**src/rtl/imem_if.sv**
```systemverilog
// imem_if: fetch (req/valid) and program-load ports of imem_sync
// slave  = memory side: drives ready, fetch_valid/data/err, prog_err
// master = fetch stage / loader side: drives fetch_req/addr, prog_we/addr/data
interface imem_if #(
    parameter int ADDR_W = 8,
    parameter int DATA_W = 16
);
    logic              ready;
    logic              fetch_req;
    logic [ADDR_W-1:0] fetch_addr;
    logic              fetch_valid;
    logic [DATA_W-1:0] fetch_data;
    logic              fetch_err;
    logic              prog_we;
    logic [ADDR_W-1:0] prog_addr;
    logic [DATA_W-1:0] prog_data;
    logic              prog_err;
    modport slave (
        output ready, fetch_valid, fetch_data, fetch_err, prog_err,
        input  fetch_req, fetch_addr, prog_we, prog_addr, prog_data
    );
    modport master (
        input  ready, fetch_valid, fetch_data, fetch_err, prog_err,
        output fetch_req, fetch_addr, prog_we, prog_addr, prog_data
    );
endinterface

```
**src/rtl/imem_sync.sv**
```systemverilog
// imem_sync: clocked instruction memory with registered fetch, program-load port and post-reset auto-clear
// clk, rst_n (async active-low); bus (imem_if.slave): ready, fetch req/addr -> valid/data/err, prog we/addr/data -> err
module imem_sync #(
    parameter int                ADDR_W = 8,
    parameter int                DATA_W = 16,
    parameter int                DEPTH  = 256,
    parameter logic [DATA_W-1:0] FILL   = DATA_W'(16'h1111)
) (
    input logic   clk,
    input logic   rst_n,
    imem_if.slave bus
);
    typedef enum logic {S_CLEAR, S_READY} state_t;
    localparam logic [ADDR_W:0] LIMIT = (ADDR_W+1)'(DEPTH);
    state_t            r_state, w_next;
    logic [ADDR_W-1:0] r_clr_cnt, w_clr_next;
    logic [DATA_W-1:0] r_mem [DEPTH];
    logic [DATA_W-1:0] r_fetch_data;
    logic              r_fetch_valid, r_fetch_err, r_prog_err;
    logic              w_ready, w_fetch_oob, w_prog_oob, w_we;
    logic [ADDR_W-1:0] w_waddr;
    logic [DATA_W-1:0] w_wdata;
    // extra top bit so DEPTH == 2**ADDR_W compares correctly
    assign w_fetch_oob = {1'b0, bus.fetch_addr} >= LIMIT;
    assign w_prog_oob  = {1'b0, bus.prog_addr} >= LIMIT;
    assign w_ready     = r_state == S_READY;
    // one write port shared by the clear engine and the program loader
    always_comb begin
        w_next     = r_state;
        w_clr_next = r_clr_cnt;
        w_we       = w_ready ? bus.prog_we && !w_prog_oob : 1'b1;
        w_waddr    = w_ready ? bus.prog_addr : r_clr_cnt;
        w_wdata    = w_ready ? bus.prog_data : FILL;
        if (r_state == S_CLEAR) begin
            w_clr_next = r_clr_cnt + 1'b1;
            w_next     = r_clr_cnt == ADDR_W'(DEPTH - 1) ? S_READY : S_CLEAR;
        end
    end
    always_ff @(posedge clk or negedge rst_n) begin
        if (!rst_n) begin
            r_state       <= S_CLEAR;
            r_clr_cnt     <= '0;
            r_fetch_valid <= 1'b0;
            r_fetch_data  <= '0;
            r_fetch_err   <= 1'b0;
            r_prog_err    <= 1'b0;
        end else begin
            r_state       <= w_next;
            r_clr_cnt     <= w_clr_next;
            r_fetch_valid <= w_ready && bus.fetch_req;
            r_prog_err    <= w_ready && bus.prog_we && w_prog_oob;
            if (w_ready && bus.fetch_req) begin
                r_fetch_data <= w_fetch_oob ? FILL : r_mem[bus.fetch_addr];
                r_fetch_err  <= w_fetch_oob;
            end
        end
    end
    // array kept reset-free; the fetch above reads the pre-write word on a same-cycle collision
    always_ff @(posedge clk) begin
        if (w_we) r_mem[w_waddr] <= w_wdata;
    end
    assign bus.ready       = w_ready;
    assign bus.fetch_valid = r_fetch_valid;
    assign bus.fetch_data  = r_fetch_data;
    assign bus.fetch_err   = r_fetch_err;
    assign bus.prog_err    = r_prog_err;
endmodule

```
**src/flat_wrapper.sv**
```systemverilog
// flat-port wrapper written by rule: the top's interface ports become plain ports
module imem_sync_flat 
#(
    parameter int                ADDR_W = 8,
    parameter int                DATA_W = 16,
    parameter int                DEPTH  = 256,
    parameter logic [DATA_W-1:0] FILL   = DATA_W'(16'h1111)
)
  (clk, rst_n, bus_ready, bus_fetch_valid, bus_fetch_data, bus_fetch_err, bus_prog_err, bus_fetch_req, bus_fetch_addr, bus_prog_we, bus_prog_addr, bus_prog_data);
  imem_if #(.ADDR_W(ADDR_W), .DATA_W(DATA_W)) bus_i ();
  input logic clk;
  input logic rst_n;
  output wire logic [$bits(bus_i.ready)-1:0] bus_ready;
  output wire logic [$bits(bus_i.fetch_valid)-1:0] bus_fetch_valid;
  output wire logic [$bits(bus_i.fetch_data)-1:0] bus_fetch_data;
  output wire logic [$bits(bus_i.fetch_err)-1:0] bus_fetch_err;
  output wire logic [$bits(bus_i.prog_err)-1:0] bus_prog_err;
  input wire logic [$bits(bus_i.fetch_req)-1:0] bus_fetch_req;
  input wire logic [$bits(bus_i.fetch_addr)-1:0] bus_fetch_addr;
  input wire logic [$bits(bus_i.prog_we)-1:0] bus_prog_we;
  input wire logic [$bits(bus_i.prog_addr)-1:0] bus_prog_addr;
  input wire logic [$bits(bus_i.prog_data)-1:0] bus_prog_data;
  assign bus_ready = bus_i.ready;
  assign bus_fetch_valid = bus_i.fetch_valid;
  assign bus_fetch_data = bus_i.fetch_data;
  assign bus_fetch_err = bus_i.fetch_err;
  assign bus_prog_err = bus_i.prog_err;
  assign bus_i.fetch_req = bus_fetch_req;
  assign bus_i.fetch_addr = bus_fetch_addr;
  assign bus_i.prog_we = bus_prog_we;
  assign bus_i.prog_addr = bus_prog_addr;
  assign bus_i.prog_data = bus_prog_data;
  imem_sync #(.ADDR_W(ADDR_W), .DATA_W(DATA_W), .DEPTH(DEPTH), .FILL(FILL)) u_core (.clk(clk), .rst_n(rst_n), .bus(bus_i));
endmodule
```
**config.mk**
```make
export PLATFORM = sky130hd
export DESIGN_NAME = imem_sync_flat
export DESIGN_NICKNAME = d
export VERILOG_FILES = /design/src/rtl/imem_if.sv /design/src/rtl/imem_sync.sv /design/src/flat_wrapper.sv
export SDC_FILE = /design/constraint.sdc
export NUM_CORES = 2
export LEC_CHECK = 0
export ABC_AREA = 0
export CAP_MARGIN = 20
export CORE_AREA = 4 4 540 542
export CTS_BUF_LIST = sky130_fd_sc_hd__clkbuf_16
export CTS_CLUSTER_SIZE = 24
export DETAILED_ROUTE_END_ITERATION = 6
export DIE_AREA = 0 0 544 546
export GPL_ROUTABILITY_DRIVEN = 0
export PLACE_DENSITY = 0.8
export SLEW_MARGIN = 20
export SYNTH_ARGS = -nofsm -noshare
export SYNTH_HDL_FRONTEND = slang
export SYNTH_SLANG_ARGS = --single-unit
```
**constraint.sdc**
```tcl
create_clock -name clk -period 8 [get_ports clk]
set_clock_uncertainty 0.1 [all_clocks]
set_input_delay 1.2 -clock clk [delete_from_list [all_inputs] [get_ports clk]]
set_output_delay 1.2 -clock clk [all_outputs]
set_load 0.005 [all_outputs]
```
# After elaboration in Yosys (flattened, before gate mapping)
# Memories as Yosys holds them, arrays and structs flattened. A register that Yosys moved wholly into a read port is not among the register bits.
# Cells that the tools add are included.
# word_totals
mem_count,1
out_inout_bits,20
ram_bits,4096
reg_bits,10
input_bits,36
# classes
eq_ne,1
n_reduce_logical,2
addsub,1
mux,7
# memory_table
name,depth,word_bits,read_ports,rd_ports_with_merged_regs,wr,line_no,rtl
u_core.r_mem,256,16,1,1,1,imem_sync.sv:17,logic [DATA_W-1:0] r_mem [DEPTH];
# op_table
op,count
$mux W16,1
$add A8 B1 Y8 const B,1
$eq A8 B8 Y1 const B,1
$mux W8,1
$mux W1,5
$logic_and A1 B1 Y1,1
$logic_not A1 Y1,1

# Longest topological paths before layout
# logic_depth
depth_word,3
depth_mapped,12
depth_no_buf,7

# Worst setup path before layout
# OpenSTA, ideal clock, no wires.
# synth_timing
path_type,input-to-reg
from,in bus_prog_data[0]
to,mem u_core.r_mem[0][0] (data pin)
path_buffers,0
setup_ns,0.904
stages,1
path_slack_ns,2.374
t_arrival_ns,4.622
path_cell_list,nand2b_1
# synth_between
elab_chain_len,1
# synth_rtl
element,line_no,rtl
from (decl),flat_wrapper.sv:22,input wire logic [$bits(bus_i.prog_data)-1:0] bus_prog_data;
$mux W16,imem_sync.sv:33,w_wdata = w_ready ? bus.prog_data : FILL;
to (decl),imem_sync.sv:17,
# No other way between the ends.

==> results.md <==
* Result of the run: finished, final reports clean
* Clock tree from TritonCTS: done
* Initial core utilization at 0.557
* CP required at 8.73 ns
* Dominant cell type by count on the critical path: sky130_fd_sc_hd__buf_4
* Class of the most critical hold timing path: input port to async pin
* Fraction of layout instances using a drive strength above 1 at 0.214
* Clock latency on the worst-skew pair at 0.95 ns
* Most used flip-flop cell after synthesis: sky130_fd_sc_hd__edfxtp_1
* Fin worst setup slack at 3.07 ns
* Final setup violation count at 0
* Rel. slew slack at 0.0828
* IO Count at 56
* Chip Width at 544 µm
* Area of the die at 297000 µm²
* Number of gates resized after CTS at 0
* Critical Path Fanout Max at 60
* All-Layer GR Usage at 0.305
* Tmin final at 4.93 ns
* Critical path startpoint category: input port
* Final core area utilization at 0.622
* Synthesis Warnings at 0
* Crit path max-delay cell type: sky130_fd_sc_hd__o21ai_0
* Cell area after placement at 166000 µm²
* Post-synth EDFFs at 4096
* Fill cell instance count of the final layout at 18200
* Synthesized area at 160000 µm²
* CTS sink cnt at 4122
* Max-cap violations at 0
* Cells along the critical path: buf_8, nand2b_4, buf_4, buf_4, o221ai_1, a21oi_1, o21ai_0, nand4_1, o21ai_1
* DR DRC count at 0
* First-pass GRT wire length at 643 mm
* Top achievable clock speed at 203 MHz
* Count of hold buffers inserted by post-cts repair at 0
* Unrepaired setup endpoints after global routing: false
* Slew of the pin with the lowest slew margin at 1.38 ns
* Via total after detailed routing at 86600
* Async set or reset register ratio after synthesis at 0.00631
* Routed wirelength normalized by instance count at 37.3 µm
* Number of buffers created by CTS at 393
* Type of the worst setup path: input port to flip-flop
* Dominant cell type by area after synthesis: sky130_fd_sc_hd__edfxtp_1
* Number of nets at the end of the flow at 8158
* Final cell count without fillers at 12300
* Leading cell types by total area after synthesis: sky130_fd_sc_hd__edfxtp_1 (77%), sky130_fd_sc_hd__mux4_2 (9.8%), sky130_fd_sc_hd__mux2i_1 (3.7%)
* Initial antenna violation count at 39
* Vias in the first global route at 85300
* Worst supply voltage drop on vdd at 0.205 mV
* Pre-CTS setup slack at 2.46 ns
* Root Driver: sky130_fd_sc_hd__clkbuf_16
* Final wirelength at 456 mm
* CP max stage delay at 0.89 ns
* Remaining antenna violation count after routing at 0
* Placed instance count at 11500
* Clock edge transition at the registers on the reported setup and hold paths at 0.06 ns
* FP Rows at 197
* Area overhead of the layout relative to synthesis at 11.8%
* Minimum hold slack at 0.301 ns
* DR iter-0 viols at 15800
* Crit end category: flip-flop
* Static Leakage at 46.3 nW
* Period Utilization, post-route at 0.616
* HPWL after detailed placement at 261 mm
* Number of setup buffers added after CTS at 0
* Setup Total Neg Slack at 0 ns
* Pwr Total at 43.1 mW
* Average vias per placed instance at 7.07
* GR Overflow Total at 0
* Die boundary height at 546 µm
* Final hold violations at 0
* Mean Syn Cell Area at 20.7 µm²
* Fraction of the yosys area taken by sequential cells at 0.774
* Number of levels the H-tree was split into at 5
* Synthesized instance count at 7714
* Largest net degree at the start of global routing at 193
* Number of detailed-route iterations in the first pass at 7
* Share of the synthesized area in the top cell type at 0.770
* Maximum number of buffers from clock root to sink at 4
* Placeable core region at 287000 µm²
* Count of distinct cell types in the synthesized netlist at 76
* Max-slew violation count at 0
* WP data arrival at 5.66 ns
* Power density cells at 241 nW/µm²
* Buffers added on ports at 53
* Final Instance Area at 179000 µm²
* Number of flip-flops and latches in the synthesized netlist at 4122
[synth_stat cells, types with 62 or more instances]
cell type                  instances
sky130_fd_sc_hd__mux2i_1         591
sky130_fd_sc_hd__o22ai_1         198
sky130_fd_sc_hd__a211oi_1         62
sky130_fd_sc_hd__a21oi_1         125
sky130_fd_sc_hd__o221ai_1        125
sky130_fd_sc_hd__nand2_1         258
sky130_fd_sc_hd__mux4_2          695
sky130_fd_sc_hd__a22oi_1         104
sky130_fd_sc_hd__o21ai_0          73
sky130_fd_sc_hd__clkbuf_1        170
sky130_fd_sc_hd__nor2_1          324
sky130_fd_sc_hd__buf_2           107
sky130_fd_sc_hd__buf_6            64
sky130_fd_sc_hd__edfxtp_1       4096
sky130_fd_sc_hd__nor3_1           68
[where the power goes]
part	internal (mW)	switching (mW)
logic	0.377	0.823
registers	23.4	0
clock network	10.4	8.10
total	34.1	8.92
[routing by layer]
metal	up-vias	GRT usage	part of all wire
met5	-	0.00601	0.00068
met4	10	0.199	0.081
met3	1560	0.0931	0.14
met2	7973	0.456	0.46
met1	44000	0.389	0.32
li1	33000	-	-
[placed cells by master (no fill, tap or decap), types with 29 or more instances in the layout]
master and instances:
sky130_fd_sc_hd__o221ai_1 125, sky130_fd_sc_hd__a221oi_1 37, sky130_fd_sc_hd__a21oi_1 125, sky130_fd_sc_hd__clkinv_2 63, sky130_fd_sc_hd__edfxtp_1 4096, sky130_fd_sc_hd__a211oi_1 61
sky130_fd_sc_hd__o22ai_1 198, sky130_fd_sc_hd__inv_1 94, sky130_fd_sc_hd__clkinv_1 99, sky130_fd_sc_hd__nand2_1 257, sky130_fd_sc_hd__nand3_1 56, sky130_fd_sc_hd__diode_2 29
sky130_fd_sc_hd__clkbuf_16 396, sky130_fd_sc_hd__buf_4 389, sky130_fd_sc_hd__a2111oi_0 35, sky130_fd_sc_hd__nor2_1 304, sky130_fd_sc_hd__bufinv_16 42, sky130_fd_sc_hd__a22oi_1 104
sky130_fd_sc_hd__buf_12 32, sky130_fd_sc_hd__clkdlybuf4s50_1 48, sky130_fd_sc_hd__mux4_2 695, sky130_fd_sc_hd__mux2_2 43, sky130_fd_sc_hd__mux2i_1 591, sky130_fd_sc_hd__o21ai_0 64
sky130_fd_sc_hd__nor3_1 66
[worst paths after layout]
| path | cells past startpoint | slack, ns | endpoint | startpoint |
|---|---|---|---|---|
| max in group asynchronous | 1 | 6.76 | u_core.bus.ready | rst_n |
| worst min-delay path | 1 | 0.30 | u_core.bus.fetch_data[8] | rst_n |
| worst max-delay path | 9 | 3.07 | u_core.bus.fetch_data[11] | bus_fetch_addr[1] |
| worst min register to register | 1 | 0.46 | u_core.r_clr_cnt[5] | u_core.r_clr_cnt[5] |
| worst max register to register | 5 | 3.57 | u_core.r_mem[237][8] | u_core.bus.ready |
| min in group clk | 1 | 0.46 | u_core.r_clr_cnt[5] | u_core.r_clr_cnt[5] |
[critical path: cells and delay by family]
kind,cells,cell delay [ns]
simple gates,2,1.17
compound gates,4,1.65
buf+inv,3,1.44
[kinds of logic (layout without fill, tap and decap cells)]
family,count (synthesis),after routing,synth area share
AO/OA/AOI/OAI,902,902,0.0404
XOR/XNOR,7,7,0.000384
adder cells (fa/ha/maj),1,1,0.0000783
buffers and inverters,485,1210,0.0211
flip-flops,4122,4122,0.774
multiplexers,1342,1342,0.140
other,1,31,0.0000235
AND/OR/NAND/NOR,854,854,0.0237
[flip-flops by register name, indices dropped and copies added (netlist names)]
signal / cells
u_core.r_clr_cnt: 8
u_core.r_mem: 4096
u_core.bus.ready: 1
u_core.bus.fetch_data: 16
u_core.bus.fetch_valid: 1
[layout make-up]
cell class,instances,area [µm²],area share
Sequential cell,4122,124000,0.693
Multi-Input combinational cell,3108,33100,0.185
Clock buffer,396,9910,0.0555
Tap cell,3781,4730,0.0265
Timing Repair Buffer,480,4230,0.0237
Clock inverter,318,2780,0.0156
Antenna cell,29,72.6,0.000406
Inverter,16,65.1,0.000364
Power figures use the tool's default switching activity.
